### src/rtl/mem_arbiter_pkg.sv
// Shared encodings and default constants for the data-RAM arbiter.
// The fetch and memory stages import this package so that they agree with the
// arbiter on state/owner encodings and on the default latency and starve bound.
package mem_arbiter_pkg;

  typedef enum logic [1:0] {
    StIdle  = 2'd0,
    StRead  = 2'd1,
    StWrite = 2'd2
  } arb_state_e;

  typedef enum logic [1:0] {
    OwnNone = 2'd0,
    OwnIf   = 2'd1,
    OwnMem  = 2'd2
  } arb_owner_e;

  localparam int unsigned DEFAULT_LATENCY    = 2;
  localparam int unsigned DEFAULT_STARVE_MAX = 4;

  // Wide enough for LATENCY-1 (max 3) and STARVE_MAX (max 15).
  localparam int unsigned LAT_CNT_W    = 2;
  localparam int unsigned STARVE_CNT_W = 4;

endpackage

### src/rtl/arb_starve_counter.sv
// Saturating count of data grants made while fetch is waiting.
// Ports:
//   clk_i, rst_ni    - clock, asynchronous active-low reset
//   if_req_i         - fetch request currently pending
//   data_grant_i     - data requester granted this cycle
//   fetch_grant_i    - fetch requester granted this cycle
//   force_fetch_o    - bound reached: the next arbitration must favour fetch
module arb_starve_counter
  import mem_arbiter_pkg::*;
#(
  parameter int unsigned STARVE_MAX = DEFAULT_STARVE_MAX
) (
  input  logic clk_i,
  input  logic rst_ni,
  input  logic if_req_i,
  input  logic data_grant_i,
  input  logic fetch_grant_i,
  output logic force_fetch_o
);

  localparam logic [STARVE_CNT_W-1:0] CntMax = STARVE_CNT_W'(STARVE_MAX);

  logic [STARVE_CNT_W-1:0] cnt_q;

  always_ff @(posedge clk_i or negedge rst_ni) begin
    if (!rst_ni) begin
      cnt_q <= '0;
    end else if (!if_req_i || fetch_grant_i) begin
      // Nobody is starving, or fetch just got served.
      cnt_q <= '0;
    end else if (data_grant_i && (cnt_q != CntMax)) begin
      cnt_q <= cnt_q + 1'b1;
    end
  end

  always_comb begin
    force_fetch_o = (cnt_q == CntMax);
  end

endmodule

### src/rtl/mem_arbiter.sv
// Arbiter sharing the single-port data RAM between fetch (reads only) and the
// memory stage (loads/stores). One transaction in flight at a time.
// Ports:
//   clk, rst                      - clock, asynchronous active-low reset
//   if_req/if_addr/if_flush       - fetch request, address, redirect discard
//   if_gnt/if_rvalid/if_rdata     - fetch grant pulse, data valid pulse, data
//   mem_req/mem_we/mem_addr/mem_wdata - data request
//   mem_gnt/mem_rvalid/mem_rdata  - data grant pulse, completion pulse, load data
//   ram_address/ram_data_in/ram_write_enable/ram_data_out - RAM interface
//   busy                          - a transaction is in progress
module mem_arbiter
  import mem_arbiter_pkg::*;
#(
  parameter int unsigned ADDR_W     = 32,
  parameter int unsigned DATA_W     = 32,
  parameter int unsigned LATENCY    = DEFAULT_LATENCY,
  parameter int unsigned STARVE_MAX = DEFAULT_STARVE_MAX
) (
  input  logic              clk,
  input  logic              rst,
  input  logic              if_req,
  input  logic [ADDR_W-1:0] if_addr,
  input  logic              if_flush,
  output logic              if_gnt,
  output logic              if_rvalid,
  output logic [DATA_W-1:0] if_rdata,
  input  logic              mem_req,
  input  logic              mem_we,
  input  logic [ADDR_W-1:0] mem_addr,
  input  logic [DATA_W-1:0] mem_wdata,
  output logic              mem_gnt,
  output logic              mem_rvalid,
  output logic [DATA_W-1:0] mem_rdata,
  output logic [ADDR_W-1:0] ram_address,
  output logic [DATA_W-1:0] ram_data_in,
  output logic              ram_write_enable,
  input  logic [DATA_W-1:0] ram_data_out,
  output logic              busy
);

  localparam logic [LAT_CNT_W-1:0] LatLoad = LAT_CNT_W'(LATENCY - 1);

  arb_state_e           state_q;
  arb_owner_e           owner_q;
  logic [LAT_CNT_W-1:0] lat_cnt_q;
  logic                 flush_pend_q;
  logic                 if_rvalid_q;
  logic                 mem_rvalid_q;
  logic [DATA_W-1:0]    if_rdata_q;
  logic [DATA_W-1:0]    mem_rdata_q;
  logic [ADDR_W-1:0]    ram_address_q;
  logic [DATA_W-1:0]    ram_data_in_q;
  logic                 ram_we_q;

  logic force_fetch;
  logic arb_idle;
  logic if_win;
  logic mem_win;

  arb_starve_counter #(
    .STARVE_MAX(STARVE_MAX)
  ) u_starve (
    .clk_i        (clk),
    .rst_ni       (rst),
    .if_req_i     (if_req),
    .data_grant_i (mem_win),
    .fetch_grant_i(if_win),
    .force_fetch_o(force_fetch)
  );

  // Arbitration only in IDLE; rst gating keeps grants low while in reset.
  always_comb begin
    arb_idle = (state_q == StIdle) && rst;
    if_win   = arb_idle && if_req && (!mem_req || force_fetch);
    mem_win  = arb_idle && mem_req && !if_win;
  end

  always_ff @(posedge clk or negedge rst) begin
    if (!rst) begin
      state_q       <= StIdle;
      owner_q       <= OwnNone;
      lat_cnt_q     <= '0;
      flush_pend_q  <= 1'b0;
      if_rvalid_q   <= 1'b0;
      mem_rvalid_q  <= 1'b0;
      if_rdata_q    <= '0;
      mem_rdata_q   <= '0;
      ram_address_q <= '0;
      ram_data_in_q <= '0;
      ram_we_q      <= 1'b0;
    end else begin
      if_rvalid_q  <= 1'b0;
      mem_rvalid_q <= 1'b0;
      unique case (state_q)
        StIdle: begin
          if (if_win) begin
            state_q       <= StRead;
            owner_q       <= OwnIf;
            ram_address_q <= if_addr;
            lat_cnt_q     <= LatLoad;
            flush_pend_q  <= if_flush;
          end else if (mem_win) begin
            owner_q       <= OwnMem;
            ram_address_q <= mem_addr;
            ram_data_in_q <= mem_wdata;
            flush_pend_q  <= 1'b0;
            if (mem_we) begin
              state_q  <= StWrite;
              ram_we_q <= 1'b1;
            end else begin
              state_q   <= StRead;
              lat_cnt_q <= LatLoad;
            end
          end
        end
        StWrite: begin
          ram_we_q     <= 1'b0;
          mem_rvalid_q <= 1'b1;
          owner_q      <= OwnNone;
          state_q      <= StIdle;
        end
        StRead: begin
          if ((owner_q == OwnIf) && if_flush) begin
            flush_pend_q <= 1'b1;
          end
          if (lat_cnt_q == '0) begin
            state_q      <= StIdle;
            owner_q      <= OwnNone;
            flush_pend_q <= 1'b0;
            if (owner_q == OwnMem) begin
              mem_rdata_q  <= ram_data_out;
              mem_rvalid_q <= 1'b1;
            end else if ((owner_q == OwnIf) && !flush_pend_q && !if_flush) begin
              // A redirect seen anywhere since the grant drops the result.
              if_rdata_q  <= ram_data_out;
              if_rvalid_q <= 1'b1;
            end
          end else begin
            lat_cnt_q <= lat_cnt_q - 1'b1;
          end
        end
        default: begin
          state_q  <= StIdle;
          owner_q  <= OwnNone;
          ram_we_q <= 1'b0;
        end
      endcase
    end
  end

  always_comb begin
    if_gnt           = if_win;
    mem_gnt          = mem_win;
    // A redirect coinciding with the valid pulse still kills it.
    if_rvalid        = if_rvalid_q && !if_flush;
    if_rdata         = if_rdata_q;
    mem_rvalid       = mem_rvalid_q;
    mem_rdata        = mem_rdata_q;
    ram_address      = ram_address_q;
    ram_data_in      = ram_data_in_q;
    ram_write_enable = ram_we_q;
    busy             = (state_q != StIdle);
  end

endmodule
### config.mk
export PLATFORM = sky130hd
export DESIGN_NAME = mem_arbiter
export DESIGN_NICKNAME = d
export VERILOG_FILES = /design/src/rtl/mem_arbiter_pkg.sv /design/src/rtl/arb_starve_counter.sv /design/src/rtl/mem_arbiter.sv
export SDC_FILE = /design/constraint.sdc
export NUM_CORES = 1
export LEC_CHECK = 0
export CORE_UTILIZATION = 46
export CTS_BUF_LIST = sky130_fd_sc_hd__clkbuf_4 sky130_fd_sc_hd__clkbuf_8
export CTS_CLUSTER_SIZE = 24
export DETAILED_ROUTE_END_ITERATION = 6
export GPL_ROUTABILITY_DRIVEN = 1
export GPL_TIMING_DRIVEN = 0
export PLACE_DENSITY_LB_ADDON = 0.25
export SKIP_CTS_REPAIR_TIMING = 1
export SYNTH_ARGS = -nofsm -noshare
export SYNTH_HDL_FRONTEND = slang
export SYNTH_SLANG_ARGS = --single-unit
export TNS_END_PERCENT = 100
### constraint.sdc
create_clock -name clk -period 4.95 [get_ports clk]
set_input_delay 0.99 -clock clk [delete_from_list [all_inputs] [get_ports clk]]
set_output_delay 0.99 -clock clk [all_outputs]
set_load 0.02 [all_outputs]
# Yosys cells after proc, flatten, opt, wreduce, memory -nomap -nowiden
# Cells that the tools add are included.
[word_totals]
out_inout_bits = 134
wordCells = 95
reg_bits = 142
[op_classes]
n_addsub = 2
n_mux = 33
bitwise = 3
n_eq_ne = 14
n_reduce_logical = 31
[ops]
columns = ["op", "count"]
rows = [
  ["$mux W32", 2],
  ["$mux W2", 10],
  ["$mux W1", 13],
  ["$pmux W2 S2", 3],
  ["$reduce_and A4 Y1", 3],
  ["$logic_and A1 B1 Y1", 10],
  ["$reduce_and A3 Y1", 3],
  ["$mux W4", 2],
  ["$ne A2 B2 Y1 const B", 4],
  ["$reduce_bool A2 Y1", 4],
  ["$pmux W1 S2", 3],
  ["$logic_not A1 Y1", 5],
  ["$add A4 B1 Y4 const B", 1],
  ["$eq A2 B1 Y1 const B", 2],
  ["$eq A2 B2 Y1 const B", 2],
  ["$eq A4 B3 Y1 const B", 1],
  ["$logic_not A2 Y1", 2],
  ["$ne A4 B3 Y1 const B", 1],
  ["$reduce_and A2 Y1", 2],
  ["$ne A3 B1 Y1 const B", 1],
  ["$ne A3 B2 Y1 const B", 1],
  ["$ne A3 B3 Y1 const B", 1],
  ["$not A1 Y1", 3],
  ["$logic_or A1 B1 Y1", 2],
  ["other kinds (2)", 2],
]

# Longest topological paths before layout
[depth]
depth_word = 9
mapped_depth = 8
depth_no_buf = 6

# Cells and area by module
# From an unflattened synthesis, not the netlist that was laid out.
[unflattened]
hier_cells = 397
area_unflattened_um2 = 5725.5
[modules_own_cells]
columns = ["module", "cells_each", "n_inst", "area_per_inst_um2"]
rows = [
  ["mem_arbiter", 371, 1, 5489.0],
  ["arb_starve_counter", 26, 1, 236.5],
]

# Worst setup path before layout
# OpenSTA, ideal clock, no wires.
[synth_timing]
path_type = "in2out"
start = "input port if_req"
end = "output port mem_gnt"
stages = 5
path_slack_ns = 2.182
t_arrival_ns = 1.778
t_required_ns = 3.960
cell_sequence = "buf_4 nand4b_1 nor2b_1 buf_6 buf_2"
[synth_between]
elab_chain_len = 4
[synth_lines]
columns = ["item", "line", "rtl"]
rows = [
  ["start: declaration", "mem_arbiter.sv:21", "input logic if_req,"],
  ["$logic_and A1 B1 Y1 (2 in a row)", "mem_arbiter.sv:74", "if_win = arb_idle && if_req && (!mem_req || force_fetch);"],
  ["$logic_not A1 Y1", "mem_arbiter.sv:75", "mem_win = arb_idle && mem_req && !if_win;"],
  ["$logic_and A1 B1 Y1", "mem_arbiter.sv:75", ""],
  ["end: declaration", "mem_arbiter.sv:31", "output logic mem_gnt,"],
]
# No other way between the ends.

# Worst setup path in the final report
[layout_timing]
start = "input port rst"
end = "output port mem_gnt"
[layout_between]
elab_chain_len = 5
elab_cells_between_ends = 6
classes_between = "reduce/logical (6)"
[layout_lines]
columns = ["item", "line", "rtl"]
rows = [
  ["start: declaration", "mem_arbiter.sv:20", "input logic rst,"],
  ["$logic_and A1 B1 Y1 (*)", "mem_arbiter.sv:73", "arb_idle = (state_q == StIdle) && rst;"],
  ["$logic_and A1 B1 Y1 (2 in a row)", "mem_arbiter.sv:74", ""],
  ["$logic_not A1 Y1", "mem_arbiter.sv:75", ""],
  ["$logic_and A1 B1 Y1 (*)", "mem_arbiter.sv:75", ""],
]
# Mark *: on every way between the ends. The rest lies on a longest branch, timed or not.

==> impl_metrics.py <==
metrics = {
    "synth": {
        "syn_area_mm2": 0.00579,
        "ys_seq_area_frac": 0.614,
        "synth-seq-cells": 142,
        "yosys.cell_types.count": 40,
        "syn_inst": 404,
        "yosysWarnings": 0,
        "synth.top_cell.area_share": 0.614,
        "synth_nets": 544,
        "synth_area_per_cell_um2": 14.3,
        "yosysTopAreaCell": "dfrtp_1",
        "synth_area_leaders": "dfrtp_1, mux2_2, a222oi_1, inv_1, mux2_4",
    },
    "floorplanning": {
        "die_h_um": 114,
        "ios": 268,
        "num_rows": 40,
        "fp.dieArea_mm2": 0.0130,
        "coreArea_mm2": 0.0121,
        "initial_core_util": 0.478,
        "die_x_um": 114,
    },
    "power": {
        "p_per_area_mw_per_mm2": 600,
        "p_leak_nw": 4.06,
        "combPwrFrac": 0.465,
        "p_seq_frac": 0.354,
        "clock_power_share": 0.182,
        "ir_drop_uv": 354,
        "p_total_mw": 5.46,
        "swShare": 0.353,
        "p_int_mw": 3.53,
        "power.switching_mw": 1.93,
    },
    "sta": {
        "rsz0062_at_grt": "no",
        "report.final.slew_viol_count": 0,
        "worst_slack_ns": 0.909,
        "relSlewSlack": 0.566,
        "fmax_mhz": 247,
        "skew_ns": 0.00958,
        "final-setup-viol-count": 0,
        "tightest_slew_ns": 0.650,
        "hold_violations": 0,
        "period_share": 0.816,
        "finalWorstPathRequiredPeriod_ns": 4.04,
    },
    "global_routing": {
        "grt_max_degree": 78,
        "grtUsageMet2": 0.459,
        "overflow": 0,
        "grt_pass1_vias": 4910,
        "grt.total_usage": 0.257,
        "grt_first_pass_wirelength_mm": 25.0,
        "antenna_found_initial": 0,
        "use_met3": 0.0926,
        "grt-busiest-layer": "met2",
        "grtUsageMet1": 0.269,
    },
    "outcome": {
        "outcome": "finished, final reports clean",
    },
    "layout": {
        "fin_nets": 829,
        "final_layout_size_suffix_gt1_frac": 0.223,
        "post-route-util": 0.752,
        "final_common_cell": "clkdlybuf4s50_1",
        "most-common-layout-cells": "clkdlybuf4s50_1, dfrtp_1, mux2_2, inv_1, a222oi_1",
        "areaGrowthSynthToFinish_pct": 57.4,
        "final_cells": 869,
        "antenna_cells": 0,
    },
    "route": {
        "drt_first_pass_iters": 6,
        "viasPerCell": 5.25,
        "drc": 0,
        "antenna_left": 0,
        "drt_iter0_drc": 271,
        "vias": 4564,
        "wirelength_mm": 16.1,
        "wl_per_cell_um": 18.5,
    },
    "clock_tree": {
        "cts_buffers": 17,
        "cts_buffer_depth": 2,
        "cts_tree": "done",
        "root_buffer": "clkbuf_8",
        "cts_htree_levels": 4,
        "path_clk_slew_ns": 0.07,
        "clock-sinks": 142,
        "clk_latency_ns": 0.45,
    },
    "setup_path": {
        "worst_setup_path_end_kind": "primary output",
        "critPathArrivalTime_ns": 3.05,
        "cpMostUsedCell": "buf_6",
        "cp_slowest_cell": "clkdlybuf4s50_1",
        "path_cells": "buf_6, nand3_1, nor2b_1, buf_6, buf_2, clkdlybuf4s50_1",
        "max_stage_delay_ns": 0.67,
        "criticalPathCategory": "in -> out",
        "startpoint_type": "input port",
        "cp_data_required_time_ns": 3.96,
        "path_max_fanout": 72,
    },
    "placed_design": {
        "dp_slack_ns": 0.856,
        "dp_hpwl_mm": 12.0,
        "place.gp.congestion": 0.750,
        "dp_cells": 838,
        "port_buffers": 265,
    },
    "min_path": {
        "hp-class": "reg -> reg",
    },
    "flow_run": {
        "drv_cap": 0,
    },
}
## cell usage after synthesis
| library cell | number |
|---|---|
| a21boi_0 | 5 |
| a21o_1 | 1 |
| a21oi_1 | 2 |
| a221o_1 | 1 |
| a222oi_1 | 32 |
| a311oi_1 | 1 |
| a31o_1 | 1 |
| a31o_2 | 1 |
| a31oi_1 | 1 |
| and2_1 | 2 |
| and3_1 | 1 |
| and3b_1 | 1 |
| buf_2 | 13 |
| buf_4 | 3 |
| buf_6 | 4 |
| clkbuf_1 | 3 |
| dfrtp_1 | 142 |
| ha_1 | 6 |
| inv_1 | 42 |
| mux2_2 | 88 |
| mux2_4 | 10 |
| nand2_1 | 11 |
| nand2_2 | 1 |
| nand2b_1 | 3 |
| nand3_1 | 3 |
| nand3b_1 | 1 |
| nand3b_2 | 1 |
| nand4_1 | 2 |
| nand4b_1 | 1 |
| nor2_1 | 2 |
| nor2b_1 | 3 |
| nor3b_1 | 1 |
| nor4_1 | 2 |
| nor4_4 | 1 |
| o2111ai_1 | 1 |
| o211ai_2 | 1 |
| o21ai_0 | 7 |
| o31ai_1 | 1 |
| o41ai_1 | 1 |
| or2b_1 | 1 |
## state kept, by name (all words and copies together), names as in the netlist
register / cells
flush_pend_q: 1
if_rdata: 32
if_rvalid_q: 1
lat_cnt_q: 2
mem_rdata: 32
mem_rvalid: 1
owner_q: 2
ram_address: 32
ram_data_in: 32
ram_write_enable: 1
state_q: 2
u_starve.cnt_q: 4
## worst max-delay path, delay by kind of cell
family / cells / cell delay, ns
buf+inv: 4 / 1.60
simple gates: 2 / 0.42
## per-layer routing
layer,vias to the layer above,wire length [um],share of wire
met5,-,0,0
met2,227,8470,0.53
met3,34,1410,0.087
met1,2260,5800,0.36
met4,0,442,0.027
li1,2043,-,-
## path summary, 6_finish.rpt
check	startpoint	to	slack, ns	cells past startpoint
max	rst	mem_gnt	0.91	6
min	lat_cnt_q[0]	lat_cnt_q[0]	0.48	1
max reg2reg	state_q[1]	if_rdata[11]	2.86	6
min reg2reg	lat_cnt_q[0]	lat_cnt_q[0]	0.48	1
max in group asynchronous	rst	if_rvalid_q	3.60	2
min in group asynchronous	rst	mem_rdata[27]	0.55	1
## per-stage QoR
stage,setup TNS [ns],instance area [um^2],hold WS (ns)
6_report,0,9110,0.483
5_1_grt,0,9110,0.517
4_1_cts,0,9110,0.478
3_5_place_dp,0,8680,0.468
3_3_place_gp,-626.26,8650,0.465
2_1_floorplan,0,5790,0.446
## cells by family (layout without fill, tap and decap cells)
kind of cell / Yosys count / after routing / share of synthesized area
flops: 142 / 142 / 0.614
mux: 98 / 98 / 0.197
buf+inv: 65 / 362 / 0.0521
compound gates: 56 / 56 / 0.0848
simple gates: 37 / 37 / 0.0387
fa+ha+maj: 6 / 6 / 0.0130
## power groups by stage
stage | Combinational, mW | Sequential [mW] | Clock (mW)
floorplan | 0.672 | 2.49 | 0
global placement | 2.49 | 1.91 | 0
detailed placement | 2.55 | 1.94 | 0
CTS | 2.56 | 1.93 | 1.02
global route | 2.68 | 1.98 | 1.07
finish | 2.54 | 1.93 | 0.992
## area by class of cell
type	count	area, um^2
Buffer	23	144
Clock buffer	19	262
Clock inverter	12	168
Fill cell	855	3010
Inverter	42	158
Multi-Input combinational cell	197	1930
Sequential cell	142	3550
Tap cell	168	210
Timing Repair Buffer	266	2680
(Power assumes the default switching activity.)
